$ cat src/rtl/mem_arb.sv
// Two-port memory arbiter: shares one memory bus between instruction-fetch and data ports.
// Latency: strobe at t, mem strobe at t+1, data and busy clear at t+3 with zero-wait memory.
// Backpressure: one pending request per port; strobes while pending are dropped, not queued.
// Optional: define MEM_ARB_RR_EN for round-robin arbitration (default is data-over-instruction).
module mem_arb #(
    parameter int ADDR_W = 32,
    parameter int DATA_W = 32
) (
    input  logic                  clk,
    input  logic                  rst,
    // instruction port
    input  logic [ADDR_W-1:0]     i_addr,
    input  logic                  i_rstrb,
    output logic [DATA_W-1:0]     i_rdata,
    output logic                  i_rbusy,
    // data port
    input  logic [ADDR_W-1:0]     d_addr,
    input  logic [DATA_W-1:0]     d_wdata,
    input  logic [DATA_W/8-1:0]   d_wmask,
    input  logic                  d_rstrb,
    input  logic                  d_wstrb,
    output logic [DATA_W-1:0]     d_rdata,
    output logic                  d_rbusy,
    output logic                  d_wbusy,
    // memory bus
    output logic [ADDR_W-1:0]     mem_addr,
    output logic [DATA_W-1:0]     mem_wdata,
    output logic [DATA_W/8-1:0]   mem_wmask,
    output logic                  mem_rstrb,
    output logic                  mem_wstrb,
    input  logic [DATA_W-1:0]     mem_rdata,
    input  logic                  mem_rbusy,
    input  logic                  mem_wbusy
);

    localparam int MASK_W = DATA_W / 8;

    typedef enum logic [1:0] {
        IDLE    = 2'd0,
        GRANT_I = 2'd1,
        GRANT_D = 2'd2
    } state_t;

    state_t              state_q;

    // Per-port pending registers.
    logic                i_vld_q;
    logic [ADDR_W-1:0]   i_addr_q;
    logic                d_vld_q;
    logic                d_wr_q;
    logic [ADDR_W-1:0]   d_addr_q;
    logic [DATA_W-1:0]   d_wdata_q;
    logic [MASK_W-1:0]   d_wmask_q;

    // Last issued request, held on the bus outside the issue cycle.
    logic [ADDR_W-1:0]   mem_addr_q;
    logic [DATA_W-1:0]   mem_wdata_q;
    logic [MASK_W-1:0]   mem_wmask_q;

    logic [DATA_W-1:0]   i_rdata_q;
    logic [DATA_W-1:0]   d_rdata_q;

    // Set for the cycle after a completion: the FSM is back in IDLE but the
    // next grant waits one cycle so a finished access never overlaps the next issue.
    logic                turn_q;

`ifdef MEM_ARB_RR_EN
    // 1 = data port received the most recent grant.
    logic                last_d_q;
`endif

    logic                pick_d;
    logic                issue;
    logic                win_wr;
    logic [ADDR_W-1:0]   win_addr;
    logic [DATA_W-1:0]   win_wdata;
    logic [MASK_W-1:0]   win_wmask;
    logic                i_done;
    logic                d_done;
    logic                i_cap;
    logic                d_cap;

    // Arbitration and issue decision, all from registered state.
    always_comb begin
`ifdef MEM_ARB_RR_EN
        pick_d    = d_vld_q && (!i_vld_q || !last_d_q);
`else
        pick_d    = d_vld_q;
`endif
        issue     = !rst && (state_q == IDLE) && !turn_q && (i_vld_q || d_vld_q);
        win_wr    = pick_d && d_wr_q;
        win_addr  = pick_d ? d_addr_q  : i_addr_q;
        win_wdata = pick_d ? d_wdata_q : '0;
        win_wmask = pick_d ? d_wmask_q : '0;
    end

    // Completion and capture qualifiers.
    always_comb begin
        i_done = (state_q == GRANT_I) && !mem_rbusy;
        d_done = (state_q == GRANT_D) && (d_wr_q ? !mem_wbusy : !mem_rbusy);
        i_cap  = !i_vld_q && i_rstrb;
        d_cap  = !d_vld_q && (d_rstrb || d_wstrb);
    end

    // Pending-request capture: a port accepts a new strobe only when idle.
    always_ff @(posedge clk) begin
        if (rst) begin
            i_addr_q  <= '0;
            d_addr_q  <= '0;
            d_wr_q    <= 1'b0;
            d_wdata_q <= '0;
            d_wmask_q <= '0;
        end else begin
            if (i_cap) begin
                i_addr_q <= i_addr;
            end
            if (d_cap) begin
                // A write wins over a simultaneous read; the read is dropped.
                d_addr_q  <= d_addr;
                d_wr_q    <= d_wstrb;
                d_wdata_q <= d_wstrb ? d_wdata : '0;
                d_wmask_q <= d_wstrb ? d_wmask : '0;
            end
        end
    end

    // Grant FSM: issues from IDLE, waits for memory, returns data and frees the port.
    always_ff @(posedge clk) begin
        if (rst) begin
            state_q     <= IDLE;
            i_vld_q     <= 1'b0;
            d_vld_q     <= 1'b0;
            turn_q      <= 1'b0;
            mem_addr_q  <= '0;
            mem_wdata_q <= '0;
            mem_wmask_q <= '0;
            i_rdata_q   <= '0;
            d_rdata_q   <= '0;
        end else begin
            turn_q <= i_done || d_done;
            if (i_cap) begin
                i_vld_q <= 1'b1;
            end
            if (d_cap) begin
                d_vld_q <= 1'b1;
            end
            case (state_q)
                IDLE: begin
                    if (issue) begin
                        mem_addr_q  <= win_addr;
                        mem_wdata_q <= win_wdata;
                        mem_wmask_q <= win_wmask;
                        state_q     <= pick_d ? GRANT_D : GRANT_I;
                    end
                end
                GRANT_I: begin
                    if (i_done) begin
                        i_rdata_q <= mem_rdata;
                        i_vld_q   <= 1'b0;
                        state_q   <= IDLE;
                    end
                end
                GRANT_D: begin
                    if (d_done) begin
                        if (!d_wr_q) begin
                            d_rdata_q <= mem_rdata;
                        end
                        d_vld_q <= 1'b0;
                        state_q <= IDLE;
                    end
                end
                default: begin
                    state_q <= IDLE;
                end
            endcase
        end
    end

`ifdef MEM_ARB_RR_EN
    // Remember which port was granted last so the other wins the next tie.
    always_ff @(posedge clk) begin
        if (rst) begin
            last_d_q <= 1'b0;
        end else if (issue) begin
            last_d_q <= pick_d;
        end
    end
`endif

    // Output drive: the bus follows the winner in the issue cycle and holds it afterwards.
    always_comb begin
        mem_rstrb = issue && !win_wr;
        mem_wstrb = issue && win_wr;
        mem_addr  = issue ? win_addr  : mem_addr_q;
        mem_wdata = issue ? win_wdata : mem_wdata_q;
        mem_wmask = issue ? win_wmask : mem_wmask_q;
        i_rdata   = i_rdata_q;
        d_rdata   = d_rdata_q;
        i_rbusy   = i_vld_q;
        d_rbusy   = d_vld_q && !d_wr_q;
        d_wbusy   = d_vld_q && d_wr_q;
    end

endmodule

$ cat config.mk
export PLATFORM = sky130hd
export DESIGN_NAME = mem_arb
export DESIGN_NICKNAME = d
export VERILOG_FILES = /design/src/rtl/mem_arb.sv
export SDC_FILE = /design/constraint.sdc
export NUM_CORES = 1
export LEC_CHECK = 0
export CORE_MARGIN = 4
export CORE_UTILIZATION = 25
export DETAILED_ROUTE_END_ITERATION = 16
export MAX_ROUTING_LAYER = met4
export PLACE_DENSITY = 0.58
export SLEW_MARGIN = 15
export SYNTH_ARGS = -nofsm -noshare
export SYNTH_HDL_FRONTEND = slang
export SYNTH_SLANG_ARGS = --single-unit
export TNS_END_PERCENT = 30
$ cat constraint.sdc
create_clock -name clk -period 3.6 [get_ports clk]
set_clock_uncertainty 0.05 [all_clocks]
set_input_delay 1.08 -clock clk [delete_from_list [all_inputs] [get_ports clk]]
set_output_delay 1.08 -clock clk [all_outputs]
set_load 0.05 [all_outputs]
# Word-level counts from Yosys, hierarchy flattened
# Index checks and enable logic that the tools add are counted.
# classes
addsub	0
multipliers	0
div_mod_pow	0
n_lt_le_gt_ge	0
n_eq_ne	5
shift	0
muxes	20
bitwise	1
reduce_logical	26
# ops
op	n
32-bit two-way mux	5
4-bit two-way mux	3
1-bit logical AND	11
1-bit zero test	8
2-bit two-way mux	4
1-bit two-way mux	7
2-bit inequality test, second input constant	3
2-bit case mux with 3 select lines	1
3-bit AND reduction	2
1-bit logical OR	3
2-bit by 1-bit equality test with 1-bit output, second input constant	1
2-bit equality test, second input constant	1
2-bit zero test	1
2-bit AND reduction	1
1-bit NOT	1
# word_totals
reg_bits	238
latchBits	0
ram_bits	0
rom_bits	0
output_inout_bits	137
wordCells	66
mem_count	0

# Depth between registers and ports, before layout
# Gate-level depths: netlist of run 1.
# depth
ltp_word	6
depth_mapped	7
ltp_nobuf	3

# Least setup slack after synthesis of run 1
# OpenSTA, ideal clock, no wires.
# synth_timing
kind	input -> output
startpoint	input rst
endpoint	output mem_wdata[25]
t_arrival_ps	2896
slack_ps	-426
stages	6
path_buffers	3
cell_sequence	clkbuf_1 > or4_4 > nor2_4 > buf_6 > buf_6 > o21ai_0
# synth_between
elab_chain_cells	5
# synth_lines
element	line_no	source
start: declaration	10	input logic rst,
1-bit zero test	90	issue = !rst && (state_q == IDLE) && !turn_q && (i_vld_q || d_vld_q);
1-bit logical AND (3 in a row)	90	
32-bit two-way mux	n/a	
end: declaration	27	output logic [DATA_W-1:0] mem_wdata,
# Every way passes these cells.

# Worst setup path in the final report of run 1
# Ends and elaborated chain as after synthesis.

==> results of run 1 <==
==> cell type report <==
cell class / count / area share [%]
clock inverter: 9 / 0.936
sequential: 238 / 34.6
antenna: 5 / 0.0908
timing repair buffer: 311 / 24.2
inverter: 36 / 0.981
clock buffer: 42 / 6.21
tap: 468 / 4.25
multi-input combinational: 760 / 28.7
==> through the flow <==
stage	std cells	util, %	cell area (um2)	setup WS, ps	hold WS, ps
6_report	1869	37.7	13800	-6.27	400
5_1_grt	1869	37.7	13800	-61.1	417
4_1_cts	1861	37.2	13600	-3.74	402
3_5_place_dp	1808	34.4	12600	-29.5	393
3_3_place_gp	1808	34.4	12600	7.81	388
2_1_floorplan	1137	-	9240	-330	382
==> repair_timing <==
| action | CTS | global route |
|---|---|---|
| setup endpoints to repair | 28 | 58 |
| cloned | 0 | 2 |
| setup buffers | 2 | 1 |
| pin swaps | 0 | 1 |
| gates resized for setup | 3 | 40 |
==> critical path, cell delays in order <==
cell and delay, ps:
clkbuf_8 120, or4_4 440, nor2_4 180, buf_12 190, buf_4 170, o21ai_1 110, buf_12 170
==> final timing paths <==
path / endpoint / slack [ps] / cells after the start
max: mem_wdata[25] / -6 / 7
min: i_rdata[15]$_SDFFE_PP0P_ / 400 / 2
max reg2reg: mem_addr_q[28]$_SDFFE_PP0N_ / 1620 / 6
min reg2reg: i_rdata[15]$_SDFFE_PP0P_ / 400 / 2
==> placed cells by master, fill, tap and decap left out, drive strengths merged, types with 3 or more instances in the layout <==
master / count
a211oi: 32
a21oi: 231
buf: 104
bufinv: 3
clkbuf: 45
clkdlybuf4s50: 202
clkinv: 3
dfxtp: 238
diode: 5
inv: 37
mux2i: 34
nand2: 295
nand3: 73
nor2: 5
o21ai: 36
o31ai: 34
==> synthesized netlist by cell type, drive strengths merged (2+ instances only) <==
cell type,instances,area share (%)
nand3b,2,0.16
buf,32,2.3
nor2b,2,0.14
o21ai,36,2.0
inv,36,1.5
nand2,295,12
o31ai,34,2.8
nand3,73,4.0
nor2,5,0.28
clkbuf,71,2.9
dfxtp,238,52
a211oi,32,2.6
a21oi,231,13
mux2i,34,3.7
==> registers in the layout, summed over array words and instances (netlist names), 2 cells and up <==
register and cells:
d_rdata 32, mem_addr_q 32, i_rdata 32, mem_wdata_q 32, mem_wmask_q 4, i_addr_q 32, state_q 2, d_wmask_q 4
d_wdata_q 32, d_addr_q 32
==> routing by layer <==
metal  wire length [um]  vias to the layer above  GRT usage, %
li1                   -                     4345             -
met1              13800                     4105          19.0
met2              14400                      257          23.6
met3               2520                       46          4.55
met4                736                        0          3.75
met5                  0                        -             -
==> power groups by stage <==
stage                     clock, uW  combinational, uW  sequential (uW)
after floorplan                   0                979             3020
after global placement            0               1820             2940
after detailed placement          0               1820             2940
after CTS                      3080               1840             2890
after global routing           3180               2000             2910
final                          2980               1880             2890
==> cell families (layout without fill, tap and decap cells) <==
group	after synthesis	count (layout)	share of synthesized area, %
other	0	5	0
multiplexers	34	34	3.69
AO/OA/AOI/OAI	338	338	20.3
flip-flops	238	238	51.6
buffers and inverters	139	398	6.67
AND/OR/NAND/NOR	388	388	17.7
==> metrics.yaml, run 1 <==
outcome:
  outcome: "complete, but fails checks"
  violations: "setup timing"
clock_network:
  cts_sinks: 238
  cts_buffer_depth: 3
  hold_buffers: 0
  tritoncts: "done"
  clk_pin_slew_ps: 50
  clock_tree.root_cell: "clkbuf_16"
  numCtsBuffers: 28
  clk_latency_ps: 540
  htree_levels: 1
worst_setup_path:
  cp-end-kind: "primary output"
  crit-reg2reg-launch: "state_q[0]$_SDFFE_PP0P_"
  cp-start-kind: "input pin"
  cp_max_fo: 8
  path_class: "in -> out"
  cp.required_ps: 2470
  crit_start: "rst"
  cp.arrival_ps: 2480
timing:
  slew_viol_final: 0
  timing.final.ws_setup_ps: -6.27
  tns_ps: -13.1
  finalSetupViolCount: 3
  min_period_ps: 3610
  finalHoldViolations: 0
  clock.fmax_mhz: 277
  tightest_slew_ps: 1120
  max_slew_margin_pct: 25.1
  fin_crit_sh_pct: 100
  rsz0062_at_grt: "yes"
layout:
  syn2layout_area_growth_pct: 49.3
  n_fill_cell: 3694
  multi_input_area_um2: 3950
  nNetsFinal: 1514
  seq_area_um2: 4770
  drive_gt1_share_pct: 13.0
place:
  port_buffers: 275
  place.gp.congestion: 0.796
  dp_hpwl_um: 21200
synthesis:
  syn_nets: 1276
  netlist_area_um2: 9230
  avgSynthCellArea_um2: 8.11
  synth_edf_count: 0
  synthCells: 1137
  synth.distinct_cells: 33
  synth_top_flop_cell: "dfxtp_1"
  ys_seq_area_share_pct: 51.6
  synth-async-reset-ratio_pct: 0
  ys.warnings.count: 0
  synth.ff_latch_count: 238
drt:
  drc_errors: 0
  dr.pass1.iters: 5
  vias: 8753
  drt_iter0_markers: 350
  wirelength_um: 31400
  drtAntennaViolNets: 0
  wl_per_cell_um: 16.8
  viasPerCell: 4.68
global_route:
  grt_antenna_before_repair: 5
  grt.total_usage_pct: 15.0
  grt_overflow: 0
  grt_pass1_vias: 8521
  grt_max_degree: 102
  grt_pass1_wl_um: 46800
die:
  start_util_pct: 25.3
  rows: 70
  die_x_um: 200
  dieArea_um2: 40000
  io_pins: 276
  fp.dieH_um: 200
  coreArea_um2: 36500
pwr:
  power_density_nw_per_um2: 563
  comb_power_share_pct: 24.3
  power_leakage_uw: 0.00500
  p_int_uw: 5380
  ir_drop_mv: 0.333
  p_seq_share_pct: 37.2
  p_total_uw: 7750
  swShare_pct: 30.6
  p_switching_uw: 2370
  clockPowerShare_pct: 38.5
worst_hold_path:
  hp-start: "i_rdata[15]$_SDFFE_PP0P_"
  hold_class: "reg -> reg"
flow_run:
  cap_violations: 0
Power figures use the tool's default switching activity.
==> inputs of run 2 (changes only) <==
--- a/config.mk
+++ b/config.mk
@@ -5,11 +5,13 @@
 export SDC_FILE = /design/constraint.sdc
 export NUM_CORES = 1
 export LEC_CHECK = 0
+export CELL_PAD_IN_SITES_DETAIL_PLACEMENT = 0
+export CELL_PAD_IN_SITES_GLOBAL_PLACEMENT = 1
 export CORE_MARGIN = 4
-export CORE_UTILIZATION = 25
+export CORE_UTILIZATION = 34
 export DETAILED_ROUTE_END_ITERATION = 16
 export MAX_ROUTING_LAYER = met4
-export PLACE_DENSITY = 0.58
+export PLACE_DENSITY = 0.9
 export SLEW_MARGIN = 15
 export SYNTH_ARGS = -nofsm -noshare
 export SYNTH_HDL_FRONTEND = slang
==> metrics.yaml, run 2 (synthesized netlist as in run 1, its figures left out) <==
timing:
  fin_crit_sh_pct: 98.0  # -2.1 points
  finalHoldViolations: 0  # unchanged
  timing.final.ws_setup_ps: 70.5  # +76.8 ps
  tns_ps: 0  # +13.1 ps
  min_period_ps: 3530  # -76.8 ps
  slew_viol_final: 0  # unchanged
  clock.fmax_mhz: 283  # +2.2%
  max_slew_margin_pct: 36.9  # +12 points
  finalSetupViolCount: 0  # -3
  rsz0062_at_grt: "no"
  tightest_slew_ps: 946  # -176 ps
global_route:
  grt_overflow: 0  # unchanged
  grt_antenna_before_repair: 2  # -3
  grt.total_usage_pct: 19.2  # +4.1 points
  grt_max_degree: 89  # -13%
  grt_pass1_vias: 8606  # +1.0%
  grt_pass1_wl_um: 46400  # -0.85%
die:
  dieArea_um2: 29800  # -25%
  start_util_pct: 34.4  # +9.2 points
  die_x_um: 173  # -14%
  fp.dieH_um: 173  # -14%
  io_pins: 276  # unchanged
  rows: 60  # -14%
  coreArea_um2: 26800  # -27%
worst_hold_path:
  holdPathEnd: "d_wdata_q[30]$_SDFFE_PP0P_"
  hold_class: "reg -> reg"
  hold_depth: 2  # unchanged
  hp-start: "d_wdata_q[30]$_SDFFE_PP0P_"
worst_setup_path:
  cp.required_ps: 2470  # about the same
  crit-reg2reg-launch: "d_vld_q$_SDFF_PP0_"
  cp-start-kind: "input pin"
  cp_max_fo: 20  # +12
  reg2reg_depth: 5  # -1
  path_class: "in -> out"
  r2r_slack_ps: 1550  # -70 ps
  cp-end-kind: "primary output"
  r2r-end: "d_wdata_q[2]$_SDFFE_PP0P_"
  cp.arrival_ps: 2400  # -80 ps
place:
  dpl_cell_area_um2: 12100  # -3.4%
  dp_hpwl_um: 19900  # -6.5%
  place.gp.congestion: 0.853  # +7.2%
  port_buffers: 275  # unchanged
  pre_cts_ws_ps: 17.3  # +46.7 ps
layout:
  final_cell_mix: "nand2_1 (295), dfxtp_1 (237), a21oi_1 (231), clkdlybuf4s50_1 (204), buf_4 (93)"
  final_area_um2: 13100  # -4.9%
  syn2layout_area_growth_pct: 42.0
  drive_gt1_share_pct: 11.8  # -1.2 points
  nNetsFinal: 1513  # -0.066%
  layout_commonest_cell: "nand2_1"
drt:
  wl_per_cell_um: 17.2  # +2.7%
  drt_iter0_markers: 600  # +71%
  viasPerCell: 5.06  # +8.1%
  dr.pass1.iters: 6  # +1
  wirelength_um: 29900  # -4.8%
  drtAntennaViolNets: 0  # unchanged
  drc_errors: 0  # unchanged
  vias: 8770  # +0.19%
clock_network:
  cts_buffer_depth: 3  # unchanged
  cts_sinks: 238  # unchanged
  tritoncts: "done"
  hold_buffers: 0  # unchanged
  clk_latency_ps: 520  # -20 ps
  clk_pin_slew_ps: 60  # about the same
  clock_tree.root_cell: "clkbuf_16"
  numCtsBuffers: 26  # -7.1%
  htree_levels: 1  # unchanged
pwr:
  ir_drop_mv: 0.407  # +22%
  p_total_uw: 7220  # -6.9%
  power_leakage_uw: 0.00483  # -3.6%
  power_density_nw_per_um2: 551  # -2.2%
flow_run:
  cap_violations: 0  # unchanged
outcome:
  outcome: "finished, final reports clean"
[run 2: layer usage]
layer	track usage, %	part of all wire, %	vias to the layer above
met3	6.30	8.4	47
met4	4.49	2.3	0
li1	-	-	4325
met2	30.5	46	303
met1	23.8	43	4095
met5	-	0	-
[run 2: timing repair]
item,CTS,global route
gates resized for setup,1,2
endpoints found under the setup margin,35,40
buffers inserted,0,4
cloned,0,3
pin swaps,0,1
[run 2: critical path, cell delays in order]
cell and delay [ps]:
buf_6 100, or4_4 440, nor2_4 170, buf_4 160, buf_12 140, o21ai_0 90
buf_4 200
[run 2: final cells by class]
cell class | count | area, um2
repair buffers | 312 | 3030
fillers | 2553 | 13700
inverters | 36 | 135
well taps | 341 | 427
multi-input cells | 760 | 3890
clock buffers | 39 | 791
diodes | 2 | 5.00
flip-flops and latches | 238 | 4770
clock inverters | 5 | 53.8
[run 2: through the flow]
stage / std cells / util [%] / hold WS (ps)
after floorplan: 1137 / - / 382
after global placement: 1680 / 45.3 / 388
after detailed placement: 1680 / 45.3 / 393
after CTS: 1724 / 48.5 / 402
after global routing: 1733 / 48.9 / 419
final: 1733 / 48.9 / 400
[run 2: how the worst max path moves through the flow]
stage / start / to / slack [ps] / cells past startpoint
final: rst / mem_wdata[7] / 70 / 7
after global placement: rst / mem_addr[30] / 40 / 6
after global routing: rst / mem_wdata[8] / 10 / 7
after CTS: rst / mem_addr[31] / 20 / 6
after detailed placement: rst / mem_wdata[19] / 20 / 6
after floorplan: rst / mem_wdata[10] / -330 / 5
[run 2: power by group]
group,internal [uW],total [uW],leakage (uW),switching (uW)
clock,1570,2620,0.000419,1050
combinational,601,1710,0.00247,1110
sequential,2800,2890,0.00194,87.2
==> inputs of run 3 (changes only) <==
--- a/config.mk
+++ b/config.mk
@@ -12,7 +12,7 @@
 export DETAILED_ROUTE_END_ITERATION = 16
 export MAX_ROUTING_LAYER = met4
 export PLACE_DENSITY = 0.9
-export SLEW_MARGIN = 15
+export SLEW_MARGIN = 20
 export SYNTH_ARGS = -nofsm -noshare
 export SYNTH_HDL_FRONTEND = slang
 export SYNTH_SLANG_ARGS = --single-unit
==> results of run 3 <==
Final layout, timing and power as in run 2 (identical DEF).
